$ cat config.mk
export PLATFORM = sky130hd
export DESIGN_NAME = mem_arbiter_flat
export DESIGN_NICKNAME = d
export VERILOG_FILES = /design/src/rtl/mem_arbiter_if.sv /design/src/rtl/mem_arbiter.sv /design/src/flat_wrapper.sv
export SDC_FILE = /design/constraint.sdc
export NUM_CORES = 1
export LEC_CHECK = 0
export BUFFER_PORTS_ARGS = -buffer_cell sky130_fd_sc_hd__buf_4
export CAP_MARGIN = 0
export CORE_ASPECT_RATIO = 1.25
export CORE_MARGIN = 2
export CORE_UTILIZATION = 40
export CTS_CLUSTER_DIAMETER = 60
export CTS_CLUSTER_SIZE = 12
export DETAILED_ROUTE_END_ITERATION = 12
export PLACE_DENSITY = 0.77
export RECOVER_POWER = 100
export SLEW_MARGIN = 20
export SYNTH_ARGS = -nofsm -noshare
export SYNTH_HDL_FRONTEND = slang
export SYNTH_SLANG_ARGS = --single-unit
$ cat constraint.sdc
create_clock -name Clock -period 1.78 [get_ports Clock]
set_input_delay 0.178 -clock Clock [delete_from_list [all_inputs] [get_ports Clock]]
set_output_delay 0.178 -clock Clock [all_outputs]
set_load 0.005 [all_outputs]
$ cat src/rtl/mem_arbiter_if.sv
// mem_arbiter_if: fetch port, data port and RAM-side signals of mem_arbiter.
// The slave modport is the arbiter's view; master is the requesters + RAM.
interface mem_arbiter_if #(
  parameter int unsigned ADDR_W = 16,
  parameter int unsigned DATA_W = 16
);
  logic              i_req;
  logic [ADDR_W-1:0] i_addr;
  logic [DATA_W-1:0] i_rdata;
  logic              i_valid;

  logic              d_req;
  logic              d_we;
  logic [ADDR_W-1:0] d_addr;
  logic [DATA_W-1:0] d_wdata;
  logic [DATA_W-1:0] d_rdata;
  logic              d_valid;

  logic [ADDR_W-1:0] mem_addr;
  logic [DATA_W-1:0] mem_data;
  logic              mem_wren;
  logic [DATA_W-1:0] mem_q;

  logic              busy;

  modport slave (
    input  i_req, i_addr, d_req, d_we, d_addr, d_wdata, mem_q,
    output i_rdata, i_valid, d_rdata, d_valid, mem_addr, mem_data, mem_wren, busy
  );

  modport master (
    output i_req, i_addr, d_req, d_we, d_addr, d_wdata, mem_q,
    input  i_rdata, i_valid, d_rdata, d_valid, mem_addr, mem_data, mem_wren, busy
  );
endinterface

$ cat src/rtl/mem_arbiter.sv
// mem_arbiter: serialises a fetch (read-only) port and a data (read/write)
// port onto one single-port RAM, one transaction at a time.
// Optional macro MEM_ARBITER_ROUND_ROBIN_EN: ties go to the port not served
// last; without it the data port always wins a tie.
// RD_LAT (legal 1..3) is the RAM latency from registered address to mem_q.
module mem_arbiter #(
  parameter int unsigned ADDR_W = 16,
  parameter int unsigned DATA_W = 16,
  parameter int unsigned RD_LAT = 1
) (
  input  logic         Clock,
  input  logic         Resetn,
  mem_arbiter_if.slave bus
);
  localparam int unsigned     CNT_W    = 2;
  localparam logic [CNT_W-1:0] CNT_LOAD = CNT_W'(RD_LAT - 1);

  typedef enum logic [1:0] {IDLE, ISSUE, WAIT, RESP} state_t;

  state_t            state;
  logic [CNT_W-1:0]  cnt;
  logic              txn_we;
  logic              txn_dport;
  logic [ADDR_W-1:0] mem_addr_q;
  logic [DATA_W-1:0] mem_data_q;
  logic              mem_wren_q;
  logic [DATA_W-1:0] i_rdata_q;
  logic [DATA_W-1:0] d_rdata_q;
  logic              i_valid_q;
  logic              d_valid_q;
  logic              busy_q;
  logic              grant_d;

`ifdef MEM_ARBITER_ROUND_ROBIN_EN
  logic last_d;

  // A lone request always wins; a tie goes to the port not served last.
  assign grant_d = bus.d_req && (!bus.i_req || !last_d);

  // Remember which port took the most recent grant (data after reset).
  always_ff @(posedge Clock or negedge Resetn) begin
    if (!Resetn) begin
      last_d <= 1'b1;
    end else if (state == IDLE && (bus.i_req || bus.d_req)) begin
      last_d <= grant_d;
    end
  end
`else
  assign grant_d = bus.d_req;
`endif

  // Transaction FSM: grant, drive RAM, wait out read latency, respond.
  always_ff @(posedge Clock or negedge Resetn) begin
    if (!Resetn) begin
      state      <= IDLE;
      cnt        <= '0;
      txn_we     <= 1'b0;
      txn_dport  <= 1'b0;
      mem_addr_q <= '0;
      mem_data_q <= '0;
      mem_wren_q <= 1'b0;
      i_rdata_q  <= '0;
      d_rdata_q  <= '0;
      i_valid_q  <= 1'b0;
      d_valid_q  <= 1'b0;
      busy_q     <= 1'b0;
    end else begin
      mem_wren_q <= 1'b0;
      i_valid_q  <= 1'b0;
      d_valid_q  <= 1'b0;
      case (state)
        IDLE: begin
          if (bus.i_req || bus.d_req) begin
            txn_dport  <= grant_d;
            txn_we     <= grant_d && bus.d_we;
            mem_addr_q <= grant_d ? bus.d_addr : bus.i_addr;
            mem_data_q <= grant_d ? bus.d_wdata : '0;
            mem_wren_q <= grant_d && bus.d_we;
            busy_q     <= 1'b1;
            state      <= ISSUE;
          end
        end
        ISSUE: begin
          if (txn_we) begin
            d_valid_q <= txn_dport;
            i_valid_q <= !txn_dport;
            state     <= RESP;
          end else begin
            cnt   <= CNT_LOAD;
            state <= WAIT;
          end
        end
        WAIT: begin
          if (cnt == '0) begin
            if (txn_dport) begin
              d_rdata_q <= bus.mem_q;
              d_valid_q <= 1'b1;
            end else begin
              i_rdata_q <= bus.mem_q;
              i_valid_q <= 1'b1;
            end
            state <= RESP;
          end else begin
            cnt <= cnt - CNT_W'(1);
          end
        end
        RESP: begin
          busy_q <= 1'b0;
          state  <= IDLE;
        end
        default: state <= IDLE;
      endcase
    end
  end

  assign bus.mem_addr = mem_addr_q;
  assign bus.mem_data = mem_data_q;
  assign bus.mem_wren = mem_wren_q;
  assign bus.i_rdata  = i_rdata_q;
  assign bus.d_rdata  = d_rdata_q;
  assign bus.i_valid  = i_valid_q;
  assign bus.d_valid  = d_valid_q;
  assign bus.busy     = busy_q;
endmodule

$ cat src/flat_wrapper.sv
// flat-port wrapper written by rule: the top's interface ports become plain ports
module mem_arbiter_flat 
#(
  parameter int unsigned ADDR_W = 16,
  parameter int unsigned DATA_W = 16,
  parameter int unsigned RD_LAT = 1
)
  (Clock, Resetn, bus_i_req, bus_i_addr, bus_d_req, bus_d_we, bus_d_addr, bus_d_wdata, bus_mem_q, bus_i_rdata, bus_i_valid, bus_d_rdata, bus_d_valid, bus_mem_addr, bus_mem_data, bus_mem_wren, bus_busy);
  mem_arbiter_if #(.ADDR_W(ADDR_W), .DATA_W(DATA_W)) bus_i ();
  input  logic Clock;
  input  logic Resetn;
  input wire logic [$bits(bus_i.i_req)-1:0] bus_i_req;
  input wire logic [$bits(bus_i.i_addr)-1:0] bus_i_addr;
  input wire logic [$bits(bus_i.d_req)-1:0] bus_d_req;
  input wire logic [$bits(bus_i.d_we)-1:0] bus_d_we;
  input wire logic [$bits(bus_i.d_addr)-1:0] bus_d_addr;
  input wire logic [$bits(bus_i.d_wdata)-1:0] bus_d_wdata;
  input wire logic [$bits(bus_i.mem_q)-1:0] bus_mem_q;
  output wire logic [$bits(bus_i.i_rdata)-1:0] bus_i_rdata;
  output wire logic [$bits(bus_i.i_valid)-1:0] bus_i_valid;
  output wire logic [$bits(bus_i.d_rdata)-1:0] bus_d_rdata;
  output wire logic [$bits(bus_i.d_valid)-1:0] bus_d_valid;
  output wire logic [$bits(bus_i.mem_addr)-1:0] bus_mem_addr;
  output wire logic [$bits(bus_i.mem_data)-1:0] bus_mem_data;
  output wire logic [$bits(bus_i.mem_wren)-1:0] bus_mem_wren;
  output wire logic [$bits(bus_i.busy)-1:0] bus_busy;
  assign bus_i.i_req = bus_i_req;
  assign bus_i.i_addr = bus_i_addr;
  assign bus_i.d_req = bus_d_req;
  assign bus_i.d_we = bus_d_we;
  assign bus_i.d_addr = bus_d_addr;
  assign bus_i.d_wdata = bus_d_wdata;
  assign bus_i.mem_q = bus_mem_q;
  assign bus_i_rdata = bus_i.i_rdata;
  assign bus_i_valid = bus_i.i_valid;
  assign bus_d_rdata = bus_i.d_rdata;
  assign bus_d_valid = bus_i.d_valid;
  assign bus_mem_addr = bus_i.mem_addr;
  assign bus_mem_data = bus_i.mem_data;
  assign bus_mem_wren = bus_i.mem_wren;
  assign bus_busy = bus_i.busy;
  mem_arbiter #(.ADDR_W(ADDR_W), .DATA_W(DATA_W), .RD_LAT(RD_LAT)) u_core (.Clock(Clock), .Resetn(Resetn), .bus(bus_i));
endmodule
==> results.json <==
{
  "rrSetupSlack_ns": 0.14,
  "path_class": "reg -> reg",
  "grt_remaining_overflow": 0,
  "gp_congestion": 0.761,
  "synth_edf_count": 0,
  "initial_core_util": 0.411,
  "port-buffer-count": 136,
  "vdd.ir_drop.worst_v": 0.000941,
  "synth_seq_cells": 74,
  "fillers": 688,
  "diodes": 0,
  "power_frac_seq": 0.400,
  "dieArea_um2": 8690,
  "syn_inst": 254,
  "vias_per_cell": 4.76,
  "path_cells": "inv_1 -> ha_1 -> nand3b_2 -> buf_6 -> mux2_1",
  "arrival_ns": 1.85,
  "async_flop_share": 1.00,
  "drc_errors": 0,
  "r2r_cells": 5,
  "fin_crit_ns": 1.64,
  "synthTopCellsByArea": "dfrtp_1 (58%), mux2_4 (9.4%), nand2_1 (6.1%)",
  "skew_ns": 0.00999,
  "clkTransAtPathRegs_ns": 0.08,
  "crit_required_ns": 1.99,
  "cp_slowest_stage_delay_ns": 0.44,
  "grt_pass1_wl_um": 11500,
  "die_w_um": 83.8,
  "wl_um": 6860,
  "grt_util_all_layers": 0.165,
  "syn_avg_cell_area_um2": 12.5,
  "hold_path.class": "in -> reg",
  "tightest_slew_ns": 0.933,
  "area_growth_pct": 40.3,
  "synth_nets": 329,
  "slowest_stage": "dfrtp_1",
  "postRouteAntennaNets": 0,
  "max_cap_violations": 0,
  "fmax_mhz": 610,
  "core_um2": 7750,
  "synth_area_leader_cell": "dfrtp_1",
  "root_buffer": "clkbuf_8",
  "cp_max_fo": 16,
  "synth_area_um2": 3180,
  "clock_path_buffers": 2,
  "ys_warn_count": 0,
  "p_total_mw": 7.42,
  "pin_count": 137,
  "grt_pass1_vias": 2444,
  "p_leak_nw": 2.28,
  "cp-end-kind": "register",
  "pwr_density_cell_nw_per_um2": 1660,
  "synth-main-ff-cell": "dfrtp_1",
  "pwr-share-clk": 0.209,
  "hold-path-cell-count": 3,
  "vias": 2367,
  "synthDominantCellAreaShare": 0.582,
  "wire_per_inst_um": 13.8,
  "setup_viol": 0,
  "clock-sinks": 74,
  "min_period_over_period": 0.921,
  "final_nets": 472,
  "final_core_util": 0.576,
  "clock_latency_ns": 0.33,
  "place_hpwl_um": 5320,
  "htree_levels": 3,
  "rows": 36,
  "p_int_mw": 5.11,
  "ys_seq_area_frac": 0.582,
  "antenna_found_initial": 0,
  "swShare": 0.311,
  "relSlewSlack": 0.378,
  "ys_types": 29,
  "p_comb_frac": 0.391,
  "cts_tree": "yes",
  "drt-initial-drc-count": 75,
  "status": "completed",
  "drive_above_1_share": 0.430,
  "dr.pass1.iters": 4,
  "slew_violations": 0,
  "grt_max_degree": 38,
  "tns_ns": 0,
  "die_h_um": 104,
  "hold_violations": 0,
  "cts_inserted_buffers": 9,
  "rsz0062_at_grt": "false",
  "p_sw_mw": 2.31,
  "cp-start-kind": "register"
}
## power groups by stage
stage	Sequential, mW	Clock, mW	Combinational (mW)
after floorplan	3.03	0	1.63
after detailed placement	3.04	0	3.28
after CTS	3.01	1.60	3.29
final	2.97	1.55	2.90
after global routing	3.08	1.68	3.22
after global placement	3.01	0	3.17
## Yosys cell counts (3+ instances only)
master and n:
mux2_2 13, dfrtp_1 74, o21ai_0 17, inv_1 4
nand2_1 52, mux2_4 20, nand3_1 17, nor2_1 3
mux2i_1 18, buf_4 4, ha_1 6, buf_2 5
## path summary, 6_finish.rpt
check	start	to
setup / recovery	u_core.state[0]$_DFFE_PN0P_	u_core.bus.i_rdata[5]$_DFFE_PN0P_
hold / removal	bus_d_wdata[10]	u_core.bus.mem_data[10]$_DFFE_PN0P_
setup reg to reg	u_core.state[0]$_DFFE_PN0P_	u_core.bus.i_rdata[5]$_DFFE_PN0P_
hold reg to reg	u_core.bus.mem_data[8]$_DFFE_PN0P_	u_core.bus.mem_data[8]$_DFFE_PN0P_
max in group asynchronous	Resetn	u_core.txn_we$_DFFE_PN0P_
min in group asynchronous	Resetn	u_core.bus.i_rdata[12]$_DFFE_PN0P_
## cell type report
class	count	area, um^2	share of cell area
repair buffers	146	1080	0.242
inverters	4	15.0	0.00336
clock buffers	10	128	0.0286
well taps	95	119	0.0266
clock inverters	6	115	0.0258
multi-input cells	162	1160	0.259
flip-flops and latches	74	1850	0.415
## cell usage in the layout, fill, tap and decap left out, types with 2 or more instances in the layout
cell type  Yosys  routed
bufinv_16      0       3
ha_1           6       6
and3_1         2       2
o21ai_0       17      17
nand2b_1       2       2
inv_1          4       4
clkbuf_8       0       9
clkbuf_1       2       8
dfrtp_1       74      74
mux2_4        20       4
clkinv_4       0       2
clkbuf_4       0      60
mux2i_1       18      18
buf_4          4      70
buf_6          2       2
nand2_1       52      52
mux2_1         0      16
nand3_1       17      17
mux2_2        13      13
clkbuf_2       0       4
nor2_1         3       3
## cell families after synthesis
logic type,count (synthesis),synth area share
simple gates,80,0.116
flops,74,0.582
buf+inv,18,0.0362
fa+ha+maj,6,0.0236
mux,51,0.197
compound gates,25,0.0452
## state kept, by name (all words and copies together), names as in the netlist
| signal | count |
|---|---|
| u_core.bus.mem_addr | 16 |
| u_core.state | 2 |
| u_core.cnt | 2 |
| u_core.txn_we | 1 |
| u_core.bus.i_valid | 1 |
| u_core.bus.d_valid | 1 |
| u_core.bus.d_rdata | 16 |
| u_core.bus.i_rdata | 16 |
| u_core.bus.mem_data | 16 |
| u_core.txn_dport | 1 |
| u_core.bus.mem_wren | 1 |
| u_core.bus.busy | 1 |
## layer usage
layer	global-route usage	vias to the layer above	wire [um]
met5	0	-	0
met4	0.0657	0	112
met3	0.0462	8	447
met2	0.290	80	3570
met1	0.188	1132	2740
li1	-	1147	-
## critical path, delay by kind of cell (launching register included)
family	cells	cell delay [ns]
simple gates	1	0.12
buf+inv	2	0.29
mux	1	0.34
flops	1	0.44
fa+ha+maj	1	0.33
## through the flow
step | hold slack [ns] | std cells | cell area (um^2) | setup WS (ns)
global route | 0.0484 | 497 | 4460 | 0.0288
floorplan | -0.118 | 254 | 3180 | 0.236
CTS | 0.0490 | 495 | 4550 | 0.0107
finish | 0.0665 | 497 | 4460 | 0.141
detailed placement | 0.179 | 478 | 4290 | 0.0265
global placement | 0.172 | 478 | 4290 | 0.109
## timing repair
| action | in CTS | in global routing |
|---|---|---|
| endpoints found under the setup margin | 0 | 26 |
| hold buffers | 1 | 0 |
| endpoints found under the hold margin | 35 | 0 |
| setup buffers | 0 | 2 |
| resized for setup | 0 | 1 |
No activity file was read; power rests on OpenSTA's default activity.
